File: config.mk
export PLATFORM = sky130hd
export DESIGN_NAME = artec_dma_arb_rr_client_flat
export DESIGN_NICKNAME = d
export VERILOG_FILES = /design/src/rtl/artec_dma_pkg.sv /design/src/rtl/artec_dma_arb_rr_client_if.sv /design/src/rtl/artec_dma_req_fifo.sv /design/src/rtl/artec_dma_arb_rr_client.sv /design/src/flat_wrapper.sv
export SDC_FILE = /design/constraint.sdc
export NUM_CORES = 1
export LEC_CHECK = 0
export CAP_MARGIN = 20
export CORE_UTILIZATION = 50
export CTS_BUF_LIST = sky130_fd_sc_hd__clkbuf_4
export CTS_CLUSTER_DIAMETER = 30
export CTS_CLUSTER_SIZE = 28
export DETAILED_ROUTE_END_ITERATION = 6
export PLACE_DENSITY = 0.84
export SKIP_LAST_GASP = 1
export SLEW_MARGIN = 20
export SYNTH_ARGS = -nofsm -noshare
export SYNTH_HDL_FRONTEND = slang
export SYNTH_SLANG_ARGS = --single-unit
File: constraint.sdc
create_clock -name clk -period 2.35 [get_ports clk]
set_input_delay 0.47 -clock clk [delete_from_list [all_inputs] [get_ports clk]]
set_output_delay 0.47 -clock clk [all_outputs]
set_load 0.02 [all_outputs]
File: src/rtl/artec_dma_pkg.sv
// Shared DMA types: channel index, request word, command bundle.
// Sized by PKG_CH_NUM / PKG_REQ_WIDTH.
package artec_dma_pkg;
  localparam int PKG_CH_NUM    = 4;
  localparam int PKG_REQ_WIDTH = 8;

  typedef logic [$clog2(PKG_CH_NUM)-1:0] ch_idx_t;
  typedef logic [PKG_REQ_WIDTH-1:0]      req_t;

  typedef struct packed {
    ch_idx_t ch;
    req_t    data;
  } dma_cmd_t;
endpackage

File: src/rtl/artec_dma_arb_rr_client_if.sv
// Command handshake toward the DMA engine.
// master: cmd_valid/cmd_ch/cmd_data out, cmd_ready in.
interface artec_dma_arb_rr_client_if;
  import artec_dma_pkg::*;

  logic    cmd_valid;
  ch_idx_t cmd_ch;
  req_t    cmd_data;
  logic    cmd_ready;

  modport master (
    output cmd_valid, cmd_ch, cmd_data,
    input  cmd_ready
  );

  modport slave (
    input  cmd_valid, cmd_ch, cmd_data,
    output cmd_ready
  );
endinterface

File: src/rtl/artec_dma_req_fifo.sv
// Per-channel sync FIFO: push/pop/clr in, head/full/empty out.
// head reads 0 when empty.
module artec_dma_req_fifo #(
  parameter int DW    = 8,
  parameter int DEPTH = 4
) (
  input  logic          clk,
  input  logic          rst,
  input  logic          clr,
  input  logic          push,
  input  logic [DW-1:0] din,
  input  logic          pop,
  output logic [DW-1:0] head,
  output logic          full,
  output logic          empty
);
  localparam int AW = $clog2(DEPTH);

  logic [AW:0]   wr_ptr;
  logic [AW:0]   rd_ptr;
  logic [DW-1:0] mem [DEPTH];

  // Extra MSB tells full from empty.
  assign empty = wr_ptr == rd_ptr;
  assign full  = (wr_ptr[AW] != rd_ptr[AW]) &&
                 (wr_ptr[AW-1:0] == rd_ptr[AW-1:0]);
  assign head  = empty ? '0 : mem[rd_ptr[AW-1:0]];

  always_ff @(posedge clk) begin
    if (rst || clr) begin
      wr_ptr <= '0;
      rd_ptr <= '0;
    end else begin
      if (push && !full)
        wr_ptr <= wr_ptr + (AW+1)'(1);
      if (pop && !empty)
        rd_ptr <= rd_ptr + (AW+1)'(1);
    end
  end

  always_ff @(posedge clk) begin
    if (push && !full && !clr)
      mem[wr_ptr[AW-1:0]] <= din;
  end
endmodule

File: src/rtl/artec_dma_arb_rr_client.sv
// Requester side of the DMA RR arbiter: per-channel queues, grant pop,
// one-deep command register, flush clear pulse and error pulses.
module artec_dma_arb_rr_client
  import artec_dma_pkg::*;
#(
  parameter int CH_NUM    = PKG_CH_NUM,
  parameter int REQ_WIDTH = PKG_REQ_WIDTH,
  parameter int CH_DEPTH  = 4
) (
  input  logic                                clk,
  input  logic                                rst,
  input  logic                                flush_i,
  input  logic [CH_NUM-1:0]                   ch_valid_i,
  input  logic [CH_NUM-1:0][REQ_WIDTH-1:0]    ch_data_i,
  output logic [CH_NUM-1:0]                   ch_ready_o,
  output logic [CH_NUM-1:0][REQ_WIDTH-1:0]    arb_req_o,
  output logic                                arb_clear_o,
  input  logic [$clog2(CH_NUM)-1:0]           grant_i,
  input  logic                                grant_valid_i,
  artec_dma_arb_rr_client_if.master           cmd,
  output logic                                err_zero_o,
  output logic                                err_grant_o
);
  logic [CH_NUM-1:0] full;
  logic [CH_NUM-1:0] empty;
  logic [CH_NUM-1:0] push;
  logic [CH_NUM-1:0] pop;
  logic [CH_NUM-1:0] zero;

  logic     g_nonempty;
  req_t     g_head;
  logic     stall;
  logic     accept;
  logic     cmd_v;
  dma_cmd_t cmd_q;

  assign ch_ready_o = ~full;

  for (genvar c = 0; c < CH_NUM; c++) begin : g_ch
    assign zero[c] = ch_data_i[c] == '0;
    assign push[c] = ch_valid_i[c] && !full[c] &&
                     !zero[c] && !flush_i;
    assign pop[c]  = accept && (32'(grant_i) == c);

    artec_dma_req_fifo #(
      .DW    (REQ_WIDTH),
      .DEPTH (CH_DEPTH)
    ) u_fifo (
      .clk   (clk),
      .rst   (rst),
      .clr   (flush_i),
      .push  (push[c]),
      .din   (ch_data_i[c]),
      .pop   (pop[c]),
      .head  (arb_req_o[c]),
      .full  (full[c]),
      .empty (empty[c])
    );
  end

  // Loop select keeps out-of-range grants as "empty".
  always_comb begin
    g_nonempty = 1'b0;
    g_head     = '0;
    for (int c = 0; c < CH_NUM; c++) begin
      if (32'(grant_i) == c && !empty[c]) begin
        g_nonempty = 1'b1;
        g_head     = arb_req_o[c];
      end
    end
  end

  assign stall  = cmd_v && !cmd.cmd_ready;
  assign accept = grant_valid_i && !flush_i &&
                  g_nonempty && !stall;

  always_ff @(posedge clk) begin
    if (rst) begin
      cmd_v       <= 1'b0;
      cmd_q       <= '0;
      arb_clear_o <= 1'b0;
      err_zero_o  <= 1'b0;
      err_grant_o <= 1'b0;
    end else begin
      arb_clear_o <= flush_i;
      err_zero_o  <= !flush_i &&
                     |(ch_valid_i & ~full & zero);
      err_grant_o <= grant_valid_i && !flush_i && !accept;
      if (accept) begin
        cmd_v      <= 1'b1;
        cmd_q.ch   <= ch_idx_t'(grant_i);
        cmd_q.data <= g_head;
      end else if (cmd.cmd_ready) begin
        cmd_v <= 1'b0;
      end
    end
  end

  assign cmd.cmd_valid = cmd_v;
  assign cmd.cmd_ch    = cmd_q.ch;
  assign cmd.cmd_data  = cmd_q.data;
endmodule

File: src/flat_wrapper.sv
// flat-port wrapper written by rule: the top's interface ports become plain ports
module artec_dma_arb_rr_client_flat import artec_dma_pkg::*;
#(
  parameter int CH_NUM    = PKG_CH_NUM,
  parameter int REQ_WIDTH = PKG_REQ_WIDTH,
  parameter int CH_DEPTH  = 4
)
  (clk, rst, flush_i, ch_valid_i, ch_data_i, ch_ready_o, arb_req_o, arb_clear_o, grant_i, grant_valid_i, err_zero_o, err_grant_o, cmd_cmd_valid, cmd_cmd_ch, cmd_cmd_data, cmd_cmd_ready);
  artec_dma_arb_rr_client_if cmd_i ();
  input  logic clk;
  input  logic rst;
  input  logic flush_i;
  input  logic [CH_NUM-1:0] ch_valid_i;
  input  logic [CH_NUM-1:0][REQ_WIDTH-1:0] ch_data_i;
  output logic [CH_NUM-1:0] ch_ready_o;
  output logic [CH_NUM-1:0][REQ_WIDTH-1:0] arb_req_o;
  output logic arb_clear_o;
  input  logic [$clog2(CH_NUM)-1:0] grant_i;
  input  logic grant_valid_i;
  output logic err_zero_o;
  output logic err_grant_o;
  output wire logic [$bits(cmd_i.cmd_valid)-1:0] cmd_cmd_valid;
  output wire logic [$bits(cmd_i.cmd_ch)-1:0] cmd_cmd_ch;
  output wire logic [$bits(cmd_i.cmd_data)-1:0] cmd_cmd_data;
  input wire logic [$bits(cmd_i.cmd_ready)-1:0] cmd_cmd_ready;
  assign cmd_cmd_valid = cmd_i.cmd_valid;
  assign cmd_cmd_ch = cmd_i.cmd_ch;
  assign cmd_cmd_data = cmd_i.cmd_data;
  assign cmd_i.cmd_ready = cmd_cmd_ready;
  artec_dma_arb_rr_client #(.CH_NUM(CH_NUM), .REQ_WIDTH(REQ_WIDTH), .CH_DEPTH(CH_DEPTH)) u_core (.clk(clk), .rst(rst), .flush_i(flush_i), .ch_valid_i(ch_valid_i), .ch_data_i(ch_data_i), .ch_ready_o(ch_ready_o), .arb_req_o(arb_req_o), .arb_clear_o(arb_clear_o), .grant_i(grant_i), .grant_valid_i(grant_valid_i), .cmd(cmd_i), .err_zero_o(err_zero_o), .err_grant_o(err_grant_o));
endmodule
==> flow_metrics.env <==
export IMPL_path_cells="buf_12, mux4_2, and2_4, buf_6"
export IMPL_synth_warnings=0
export IMPL_netlist_area_um2=7520
export IMPL_ys_ff_latch=174
export IMPL_final_nets=746
export IMPL_fin_tns_setup_ps=-364
export IMPL_core_region_area_um2=14600
export IMPL_hpwl_um=12400
export IMPL_htreeDepth=4
export IMPL_grt_max_degree=30
export IMPL_gp_congestion=0.830
export IMPL_postCtsHoldBufs=0
export IMPL_switching_share_pct=22.6
export IMPL_synth_top_area_share_pct=51.1
export IMPL_final_instance_count_excl_fill=881
export IMPL_maxCapViolations=0
export IMPL_synth_xor_area_share_pct=4.02
export IMPL_area_growth_pct=32.3
export IMPL_cts_sinks=174
export IMPL_firstDrtPassIters=5
export IMPL_drt_wl_total_um=18500
export IMPL_cts_tree="built"
export IMPL_p_sw_mw=1.32
export IMPL_crit_path_start_kind="flip-flop"
export IMPL_period_needed_ps=2390
export IMPL_clk_path_buf_depth=2
export IMPL_fin_crit_sh_pct=102
export IMPL_synth_top_family_by_area="multiplexers"
export IMPL_slowest_delay_ps=550
export IMPL_vias=5171
export IMPL_relSlewSlack_pct=53.7
export IMPL_pwr_share_clk_pct=32.0
export IMPL_synth_mux_area_share_pct=11.4
export IMPL_worst_skew_pair_late_latency_ps=580
export IMPL_cp_max_fo=8
export IMPL_worstPathArrival_ps=1920
export IMPL_drtAntennaViolNets=0
export IMPL_r2r_setup_slack_ps=80
export IMPL_skew_ps=25.9
export IMPL_reg2reg_to="u_core.cmd.cmd_data[7]$_SDFFE_PP0N_"
export IMPL_critPathCaptureType="primary output"
export IMPL_synth_adder_area_share_pct=3.33
export IMPL_design_area_um2=9950
export IMPL_violations="negative setup slack"
export IMPL_yosysUniqueCellTypes=42
export IMPL_place_inst=797
export IMPL_setup_ws_ps=-40.3
export IMPL_synth_compound_area_share_pct=5.39
export IMPL_die_area_um2=15500
export IMPL_dieWidth_um=125
export IMPL_crit_type="flip-flop to primary output"
export IMPL_grt_pass1_wl_um=27200
export IMPL_avgViaCountPerCell=5.87
export IMPL_cellPowerDensity_nw_per_um2=586
export IMPL_critPathRequiredTime_ps=1880
export IMPL_finalPower_mw=5.83
export IMPL_fin_util_pct=68.2
export IMPL_grt_pass1_vias=5197
export IMPL_die_h_um=125
export IMPL_place_ws_ps=-111
export IMPL_synth_edf_count=128
export IMPL_whs_ps=510
export IMPL_drive_above_1_share_pct=38.1
export IMPL_root_buffer="clkbuf_4"
export IMPL_initial_utilization_pct=51.6
export IMPL_ios=93
export IMPL_fillCellCount=961
export IMPL_critPathCapture="arb_req_o[21]"
export IMPL_path_clk_slew_ps=150
export IMPL_synth_most_common_cell="edfxtp_1"
export IMPL_combPwrFrac_pct=10.4
export IMPL_cellLeakagePower_nw=3.66
export IMPL_async_flop_share_pct=0
export IMPL_cts_buffers=17
export IMPL_drt_iter0_markers=424
export IMPL_wl_per_cell_um=21.1
export IMPL_status="finished, violations left"
export IMPL_rsz0062_at_grt="yes"
export IMPL_drv_slew=0
export IMPL_port_buffers=92
export IMPL_synth_avg_cell_area_um2=15.0
export IMPL_dpl_cell_area_um2=8970
export IMPL_min_path_type="flip-flop to flip-flop"
export IMPL_p_int_mw=4.51
export IMPL_finalHoldViolCount=0
export IMPL_yosys_area_share_simple_pct=10.7
export IMPL_drc=0
export IMPL_synth_common_cells="edfxtp_1, dfxtp_1, and2_1"
export IMPL_syn_nets=564
export IMPL_overflow=0
export IMPL_ys_top_cells_by_area="edfxtp_1, dfxtp_1, mux4_2"
export IMPL_finalSetupViolCount=21
export IMPL_antenna_found_initial=1
export IMPL_fmax_mhz=418
export IMPL_rows=44
export IMPL_yosys_most_used_dff="edfxtp_1"
export IMPL_crit_slowest_cell="mux4_2"
export IMPL_worstMarginPinSlew_ps=688
export IMPL_yosysSeqAreaShare_pct=63.3
export IMPL_r2r_start="u_core.g_ch[1].u_fifo.rd_ptr[0]$_SDFFE_PP0P_"
export IMPL_yosysTopAreaCell="edfxtp_1"
export IMPL_r2r_cells=7
export IMPL_p_seq_share_pct=57.6
export IMPL_peakVddDrop_mv=0.402
export IMPL_netlist_instances=501
export IMPL_gr_usage_all_layers_pct=23.2
==> per-layer routing <==
metal / vias to the layer above / wire length (um) / GRT usage (%) / part of all wire, %
met2: 229 / 9330 / 37.9 / 50
met5: - / 0 / 0 / 0
met1: 2598 / 7470 / 29.6 / 40
li1: 2297 / - / - / -
met3: 47 / 1130 / 4.38 / 6.1
met4: 0 / 620 / 12.3 / 3.3
==> power by group through the flow <==
stage	registers [mW]	clock network, mW	logic, mW
floorplan	3.44	0	0.222
global placement	3.43	0	0.479
detailed placement	3.43	0	0.499
CTS	3.36	1.88	0.558
global route	3.36	1.99	0.637
finish	3.36	1.87	0.605
==> worst max-delay path, delay by kind of cell (launching register included) <==
family	cells	cell delay (ps)
multiplexers	1	550
flip-flops	1	360
buffers and inverters	2	260
AND/OR/NAND/NOR	1	190
==> worst min-delay path by stage <==
stage,cells past startpoint,slack [ps],to,from
after floorplan,2,540,flip-flop,u_core.g_ch[2].u_fifo.rd_ptr[1]$_SDFFE_PP0P_
after global placement,2,480,u_core.cmd.cmd_ch[0]$_SDFFE_PP0N_,u_core.cmd.cmd_ch[0]$_SDFFE_PP0N_
after detailed placement,2,490,u_core.cmd.cmd_ch[0]$_SDFFE_PP0N_,u_core.cmd.cmd_ch[0]$_SDFFE_PP0N_
after CTS,2,510,u_core.cmd.cmd_ch[0]$_SDFFE_PP0N_,u_core.cmd.cmd_ch[0]$_SDFFE_PP0N_
after global routing,2,530,u_core.cmd.cmd_ch[1]$_SDFFE_PP0N_,u_core.cmd.cmd_ch[1]$_SDFFE_PP0N_
final,2,510,u_core.cmd.cmd_ch[0]$_SDFFE_PP0N_,u_core.cmd.cmd_ch[0]$_SDFFE_PP0N_
==> flip-flops by register name, summed over array words and instances (netlist names), named ones only <==
signal,flops
u_core.cmd.cmd_valid,1
u_core.arb_clear_o,1
u_core.cmd.cmd_ch,2
u_core.g_ch.u_fifo.rd_ptr,12
u_core.err_zero_o,1
u_core.g_ch.u_fifo.wr_ptr,12
u_core.err_grant_o,1
u_core.cmd.cmd_data,8
u_core.g_ch.u_fifo.mem,128
==> cell usage in the layout, fill, tap and decap left out, types with 14 or more instances in the layout <==
master,synthesis,final
nor2_1,42,42
and2_4,0,32
ha_1,20,20
clkdlybuf4s50_1,0,56
edfxtp_1,128,128
mux4_2,34,34
buf_6,1,36
a21oi_1,17,17
dfxtp_1,46,27
clkbuf_4,0,20
xnor2_1,14,14
buf_4,0,82
==> final cells by class <==
cell class	instances	area (um2)	share of cell area, %
well taps	184	230	2.31
clock inverters	12	169	1.70
repair buffers	182	1710	17.2
inverters	11	41.3	0.415
multi-input cells	297	2840	28.5
diodes	1	2.50	0.0251
clock buffers	20	150	1.51
flip-flops and latches	174	4810	48.3
==> what timing repair did <==
item | in CTS | in global routing
setup buffers | 28 | 20
pin swaps | 30 | 14
setup endpoints to repair | 36 | 38
gates cloned | 1 | 2
resized for setup | 251 | 36
==> cells by family (layout without fill, tap and decap cells) <==
group                    after synthesis  count (layout)
AO/OA/AOI/OAI                         55              55
multiplexers                          43              44
adder cells (fa/ha/maj)               20              20
flip-flops                           174             174
other                                  0               1
XOR/XNOR                              32              32
AND/OR/NAND/NOR                      144             146
buffers and inverters                 33             225
Note: power is estimated with default switching activity, not from simulation.
